===== config.mk =====
export PLATFORM = sky130hd
export DESIGN_NAME = writeback_stage_flat
export DESIGN_NICKNAME = d
export VERILOG_FILES = /design/src/rtl/writeback_stage_if.sv /design/src/rtl/writeback_stage.sv /design/src/flat_wrapper.sv
export SDC_FILE = /design/constraint.sdc
export NUM_CORES = 1
export LEC_CHECK = 0
export CAP_MARGIN = 40
export CORE_ASPECT_RATIO = 1.4
export CORE_MARGIN = 5
export CORE_UTILIZATION = 37
export DETAILED_ROUTE_END_ITERATION = 8
export PLACE_DENSITY = 0.89
export SLEW_MARGIN = 5
export SYNTH_ARGS = -nofsm -noshare
export SYNTH_HDL_FRONTEND = slang
export SYNTH_SLANG_ARGS = --single-unit
export TNS_END_PERCENT = 5

===== constraint.sdc =====
create_clock -name clk -period 2 [get_ports clk]
set_input_delay 0.3 -clock clk [delete_from_list [all_inputs] [get_ports clk]]
set_output_delay 0.3 -clock clk [all_outputs]
set_load 0.05 [all_outputs]

===== src/rtl/writeback_stage_if.sv =====
// Bus between the MEM/WB pipeline register and the writeback stage.
// The master side (MEM stage or bench) drives the MEM slot and the stall/flush
// controls. The slave side (writeback_stage) returns the registered
// register-file write port and the retire counter.
interface writeback_stage_if #(
  parameter int WordLen   = 32,
  parameter int WordCount = 5
);
  logic                 memValid;
  logic                 stall;
  logic                 flush;
  logic                 memRegWrite;
  logic [WordCount-1:0] memRd;
  logic [1:0]           memWbSel;
  logic [WordLen-1:0]   memAluResult;
  logic [WordLen-1:0]   memLoadData;
  logic [WordLen-1:0]   memPcPlus4;
  logic [WordLen-1:0]   memImm;
  logic [2:0]           memFunct3;

  logic                 regWrite;
  logic [WordCount-1:0] writeRegister;
  logic [WordLen-1:0]   writeData;
  logic                 wbValid;
  logic [31:0]          retireCount;

  modport master (
    output memValid, stall, flush, memRegWrite, memRd, memWbSel,
           memAluResult, memLoadData, memPcPlus4, memImm, memFunct3,
    input  regWrite, writeRegister, writeData, wbValid, retireCount
  );

  modport slave (
    input  memValid, stall, flush, memRegWrite, memRd, memWbSel,
           memAluResult, memLoadData, memPcPlus4, memImm, memFunct3,
    output regWrite, writeRegister, writeData, wbValid, retireCount
  );
endinterface


===== src/rtl/writeback_stage.sv =====
// Writeback stage: registers the selected result of the MEM slot and presents
// it to the register file one cycle later, which writes on the falling edge.
// It also counts retired instructions.
// Optional feature macro WB_LOAD_EXT_EN: when defined, loads are
// byte/halfword extracted and extended according to funct3 and the address
// offset. When undefined, load data is passed through unchanged.
module writeback_stage #(
  parameter int WordLen   = 32,
  parameter int WordCount = 5
) (
  input logic              clk,
  input logic              reset,
  writeback_stage_if.slave wb
);

  logic                 regWriteReg, regWriteNext;
  logic [WordCount-1:0] writeRegisterReg, writeRegisterNext;
  logic [WordLen-1:0]   writeDataReg, writeDataNext;
  logic                 wbValidReg, wbValidNext;
  logic [31:0]          retireCountReg, retireCountNext;

  logic [WordLen-1:0]   loadValue;
  logic [WordLen-1:0]   selValue;

`ifdef WB_LOAD_EXT_EN
  logic [7:0]  byteLane;
  logic [15:0] halfLane;

  // Pick the addressed byte/halfword lane and extend it as funct3 asks.
  always_comb begin
    byteLane  = 8'(wb.memLoadData >> {wb.memAluResult[1:0], 3'b000});
    halfLane  = 16'(wb.memLoadData >> {wb.memAluResult[1], 4'b0000});
    loadValue = wb.memLoadData;
    case (wb.memFunct3)
      3'b000:  loadValue = {{(WordLen-8){byteLane[7]}}, byteLane};
      3'b100:  loadValue = {{(WordLen-8){1'b0}}, byteLane};
      3'b001:  loadValue = {{(WordLen-16){halfLane[15]}}, halfLane};
      3'b101:  loadValue = {{(WordLen-16){1'b0}}, halfLane};
      default: loadValue = wb.memLoadData;
    endcase
  end
`else
  // Without extension support a load writes back the raw memory word.
  assign loadValue = wb.memLoadData;
`endif

  // Writeback source multiplexer.
  always_comb begin
    selValue = wb.memAluResult;
    case (wb.memWbSel)
      2'b00:   selValue = wb.memAluResult;
      2'b01:   selValue = loadValue;
      2'b10:   selValue = wb.memPcPlus4;
      default: selValue = wb.memImm;
    endcase
  end

  // Next state: flush kills the slot but keeps the data path, stall holds
  // everything, otherwise the MEM slot is captured.
  always_comb begin
    regWriteNext      = regWriteReg;
    writeRegisterNext = writeRegisterReg;
    writeDataNext     = writeDataReg;
    wbValidNext       = wbValidReg;
    retireCountNext   = retireCountReg;
    if (wb.flush) begin
      wbValidNext  = 1'b0;
      regWriteNext = 1'b0;
    end else if (!wb.stall) begin
      wbValidNext       = wb.memValid;
      writeRegisterNext = wb.memRd;
      writeDataNext     = selValue;
      regWriteNext      = wb.memValid & wb.memRegWrite & (wb.memRd != '0);
      if (wb.memValid) begin
        retireCountNext = retireCountReg + 32'd1;
      end
    end
  end

  // Output registers with synchronous reset taking priority over everything.
  always_ff @(posedge clk) begin
    if (reset) begin
      regWriteReg      <= 1'b0;
      writeRegisterReg <= '0;
      writeDataReg     <= '0;
      wbValidReg       <= 1'b0;
      retireCountReg   <= 32'd0;
    end else begin
      regWriteReg      <= regWriteNext;
      writeRegisterReg <= writeRegisterNext;
      writeDataReg     <= writeDataNext;
      wbValidReg       <= wbValidNext;
      retireCountReg   <= retireCountNext;
    end
  end

  assign wb.regWrite      = regWriteReg;
  assign wb.writeRegister = writeRegisterReg;
  assign wb.writeData     = writeDataReg;
  assign wb.wbValid       = wbValidReg;
  assign wb.retireCount   = retireCountReg;

endmodule


===== src/flat_wrapper.sv =====
// flat-port wrapper written by rule: the top's interface ports become plain ports
module writeback_stage_flat 
#(
  parameter int WordLen   = 32,
  parameter int WordCount = 5
)
  (clk, reset, wb_memValid, wb_stall, wb_flush, wb_memRegWrite, wb_memRd, wb_memWbSel, wb_memAluResult, wb_memLoadData, wb_memPcPlus4, wb_memImm, wb_memFunct3, wb_regWrite, wb_writeRegister, wb_writeData, wb_wbValid, wb_retireCount);
  writeback_stage_if #(.WordLen(WordLen), .WordCount(WordCount)) wb_i ();
  input logic clk;
  input logic reset;
  input wire logic [$bits(wb_i.memValid)-1:0] wb_memValid;
  input wire logic [$bits(wb_i.stall)-1:0] wb_stall;
  input wire logic [$bits(wb_i.flush)-1:0] wb_flush;
  input wire logic [$bits(wb_i.memRegWrite)-1:0] wb_memRegWrite;
  input wire logic [$bits(wb_i.memRd)-1:0] wb_memRd;
  input wire logic [$bits(wb_i.memWbSel)-1:0] wb_memWbSel;
  input wire logic [$bits(wb_i.memAluResult)-1:0] wb_memAluResult;
  input wire logic [$bits(wb_i.memLoadData)-1:0] wb_memLoadData;
  input wire logic [$bits(wb_i.memPcPlus4)-1:0] wb_memPcPlus4;
  input wire logic [$bits(wb_i.memImm)-1:0] wb_memImm;
  input wire logic [$bits(wb_i.memFunct3)-1:0] wb_memFunct3;
  output wire logic [$bits(wb_i.regWrite)-1:0] wb_regWrite;
  output wire logic [$bits(wb_i.writeRegister)-1:0] wb_writeRegister;
  output wire logic [$bits(wb_i.writeData)-1:0] wb_writeData;
  output wire logic [$bits(wb_i.wbValid)-1:0] wb_wbValid;
  output wire logic [$bits(wb_i.retireCount)-1:0] wb_retireCount;
  assign wb_i.memValid = wb_memValid;
  assign wb_i.stall = wb_stall;
  assign wb_i.flush = wb_flush;
  assign wb_i.memRegWrite = wb_memRegWrite;
  assign wb_i.memRd = wb_memRd;
  assign wb_i.memWbSel = wb_memWbSel;
  assign wb_i.memAluResult = wb_memAluResult;
  assign wb_i.memLoadData = wb_memLoadData;
  assign wb_i.memPcPlus4 = wb_memPcPlus4;
  assign wb_i.memImm = wb_memImm;
  assign wb_i.memFunct3 = wb_memFunct3;
  assign wb_regWrite = wb_i.regWrite;
  assign wb_writeRegister = wb_i.writeRegister;
  assign wb_writeData = wb_i.writeData;
  assign wb_wbValid = wb_i.wbValid;
  assign wb_retireCount = wb_i.retireCount;
  writeback_stage #(.WordLen(WordLen), .WordCount(WordCount)) u_core (.clk(clk), .reset(reset), .wb(wb_i));
endmodule

==> metrics.md <==
| Metric | Value |
|---|---|
| Min-Delay Path Class | `input pin to flop` |
| Post-DR vias/cell | `5.34` |
| Setup violations, final | `0` |
| Post-synth cell types | `31` |
| Post-Synthesis Cells | `397` |
| Seq/Total Area, Yosys | `38.3%` |
| Clk sink count | `71` |
| Max IR drop VDD | `352 uV` |
| Detailed placement HPWL | `a little over 10 mm` |
| Die Span X | `94.6 um` |
| DP Cell Count | `~730` |
| Mapped Nets | `542` |
| Core ar. | `0.00985 mm2` |
| Clk_skew | `0.00467 ns` |
| Placement Cell Area | `~0.006 mm2` |
| Max Used Layer | `met5` |
| Status | `completed` |
| Finished Layout Cells | `746` |
| CTS HTree Levels | `3` |
| Largest net degree at the start of global routing | `41` |
| Leading cell type in the layout, fill and taps excluded | `clkdlybuf4s50_1` |
| Reg2Reg Depth | `5` |
| Crit path largest cell delay | `0.88 ns` |
| Initial cell density of the core | `37.7%` |
| CP cell instances | `clkdlybuf4s50_1` |
| Kind of critical path | `flop to output port` |
| Proportion of layout cells with a drive suffix above 1 | `17.2%` |
| Worst reg-to-reg setup slack | `0.07 ns` |
| DR iter-0 viols | `approximately 130` |
| WP depth | `1` |
| Layout area overhead | `71.8%` |
| Flops & latches, synth | `71` |
| Drt wl/cell | `roughly 18 um` |
| TritonRoute pass-1 iters | `4` |
| RePlAce Congestion | `0.853` |
| Antenna Cells | `0` |
| Slew HR | `between 50% and 60%` |
| Commonest cells after routing, fill and taps aside | `clkdlybuf4s50_1 (204), nand2_1 (85), dfxtp_1 (57), a21oi_1 (53), mux4_2 (32)` |
| P_leak | `2.29 nW` |
| Critical Path Start Type | `flop` |
| Met3 wire length | `1.12 mm` |
| WP buf/inv | `1` |
| Syn Area/Cell | `9.34 um2` |
| WL met1 | `4.74 mm` |
| Crit Reg-Reg Endpoint | `u_core.wb.retireCount[23]` |
| Met2 Wirelength | `between 6 and 7 mm` |
| Period Utilization, post-route | `99.9%` |
| Mapped cell area | `0.00371 mm2` |
| Clock-pin slew on the worst setup and hold paths | `roughly 0.05 ns` |
| First-pass GRT wire length | `around 20 mm` |
| FP Rows | `43` |
| Finished Core Util | `~65%` |
| WP data arrival | `1.70 ns` |
| Synth Warn # | `0` |
| Fmax achieved | `around 500 MHz` |
| Design area | `approximately 0.0064 mm2` |
| Io pins | `215` |
| Root buf cell | `clkbuf_16` |
| DRC | `0` |
| Detailed-route wire length | `13.3 mm` |
| Tot GR Track Use | `around a fifth` |
| Die H | `around 130 um` |
| Die ar. | `0.0122 mm2` |
| CTS tree | `done` |
| Min Tclk post-route | `2.00 ns` |
| Cell family with most CP delay | `buffers and inverters` |
| Post-DRT Antenna Nets | `0` |
| Initial antenna violation count | `1` |
| Layout Nets | `753` |
| Worst Tran Pin Value | `~0.75 ns` |
| Total congestion overflow | `0` |
| Worst setup path end | `wb_retireCount[23]` |
| Clock tree buffer depth | `2` |
| Pwr Total | `3.76 mW` |
| Worst EP required | `1.70 ns` |
| Total number of vias | `roughly 4000` |
| Critical path peak fanout | `9` |
| Max cap viols | `0` |
| Reg-to-reg critical path startpoint | `u_core.wb.retireCount[3]` |
| Max-slew violations | `0` |
| Vias in the first global route | `4101` |
| Total CTS buffers | `9` |
| CP Capture Type | `output port` |
| Slowest cell on crit path | `clkdlybuf4s50_1` |
| PwrDens | `590 mW/mm2` |
| Worst Setup SP | `u_core.wb.retireCount[23]` |
| Final Hold Viols | `0` |
| Port Buffers | `211` |
| Worst-Skew Late Latency | `0.33 ns` |
cells by family (layout without fill, tap and decap cells):
family	Yosys count	in the layout	share of synthesized area [%]
fa+ha+maj	1	1	0.337
simple gates	170	171	22.6
xor+xnor	8	8	1.89
compound gates	68	68	10.0
buf+inv	38	251	4.72
flops	71	71	38.3
mux	41	41	22.2
routing by layer:
| layer | vias to the layer above | GRT usage (%) |
|---|---|---|
| met5 | - | 0 |
| met4 | 2 | 11.0 |
| met3 | 42 | 5.96 |
| met2 | 196 | 37.5 |
| met1 | 1881 | 22.8 |
| li1 | 1864 | - |
worst min-delay path by stage:
stage	startpoint	to	slack [ns]	cells past startpoint
2_1_floorplan	wb_flush	u_core.wb.regWrite	0.38	1
3_3_place_gp	u_core.wb.writeRegister[2]	u_core.wb.writeRegister[2]	0.44	2
3_5_place_dp	u_core.wb.writeData[24]	u_core.wb.writeData[24]	0.45	2
4_1_cts	reset	u_core.wb.writeRegister[0]	0.38	2
5_1_grt	wb_flush	u_core.wb.wbValid	0.35	3
6_report	wb_flush	u_core.wb.wbValid	0.33	3
cell usage after synthesis:
| cell type | number | area share (%) |
|---|---|---|
| dfxtp_1 | 71 | 38 |
| nor4bb_1 | 1 | 0.27 |
| buf_1 | 4 | 0.40 |
| or2_2 | 1 | 0.17 |
| nor2_1 | 19 | 1.9 |
| nand3_1 | 10 | 1.3 |
| or3_1 | 4 | 0.67 |
| buf_4 | 1 | 0.20 |
| nand2_1 | 85 | 8.6 |
| nor2b_1 | 10 | 1.7 |
| mux2_2 | 9 | 2.7 |
| ha_1 | 1 | 0.34 |
| xnor2_1 | 1 | 0.24 |
| o21ai_0 | 3 | 0.40 |
| or4_1 | 11 | 2.2 |
| and3_1 | 5 | 0.84 |
| buf_6 | 3 | 0.91 |
| and2_1 | 2 | 0.34 |
| nor3_1 | 3 | 0.40 |
| xor2_1 | 7 | 1.7 |
| a21oi_1 | 53 | 7.1 |
| buf_2 | 5 | 0.67 |
| inv_1 | 5 | 0.51 |
| nand4_4 | 2 | 1.1 |
| o31ai_1 | 11 | 2.2 |
| a32oi_1 | 1 | 0.24 |
| and4_1 | 1 | 0.24 |
| mux4_2 | 32 | 19 |
| clkbuf_1 | 20 | 2.0 |
| nand4_1 | 7 | 1.2 |
| nor4_1 | 9 | 1.5 |
area by class of cell:
cell class / instances / area, um2
multi-input cells: 289 / 2180
flip-flops and latches: 71 / 1440
clock inverters: 1 / 5.00
repair buffers: 232 / 2290
inverters: 5 / 18.8
clock buffers: 13 / 270
fillers: 751 / 3470
well taps: 135 / 169
registers in the layout, summed over array words and instances, names as in the netlist:
signal / flops
u_core.wb.writeData: 32
u_core.wb.retireCount: 32
u_core.wb.regWrite: 1
u_core.wb.wbValid: 1
u_core.wb.writeRegister: 5
what timing repair did:
action,4_1_cts,5_1_grt
setup buffers,0,4
hold buffers,0,0
resized for setup,0,14
setup endpoints to repair,0,18
power by group:
group | total, mW | switching (mW) | leakage [nW] | internal, mW
sequential | 1.48 | 0.0244 | 0.584 | 1.46
combinational | 0.802 | 0.352 | 1.57 | 0.450
clock | 1.48 | 0.552 | 0.138 | 0.924
total | 3.76 | 0.928 | 2.29 | 2.83
through the flow:
step	TNS [ns]	hold WS, ns	setup slack (ns)
5_1_grt	-0.178	0.350	-0.0576
3_5_place_dp	-5.36	0.449	-0.313
6_report	0	0.333	0.00201
2_1_floorplan	0	0.379	0.00848
4_1_cts	0	0.378	0.00376
3_3_place_gp	-4.72	0.441	-0.272
(Power assumes the default switching activity.)
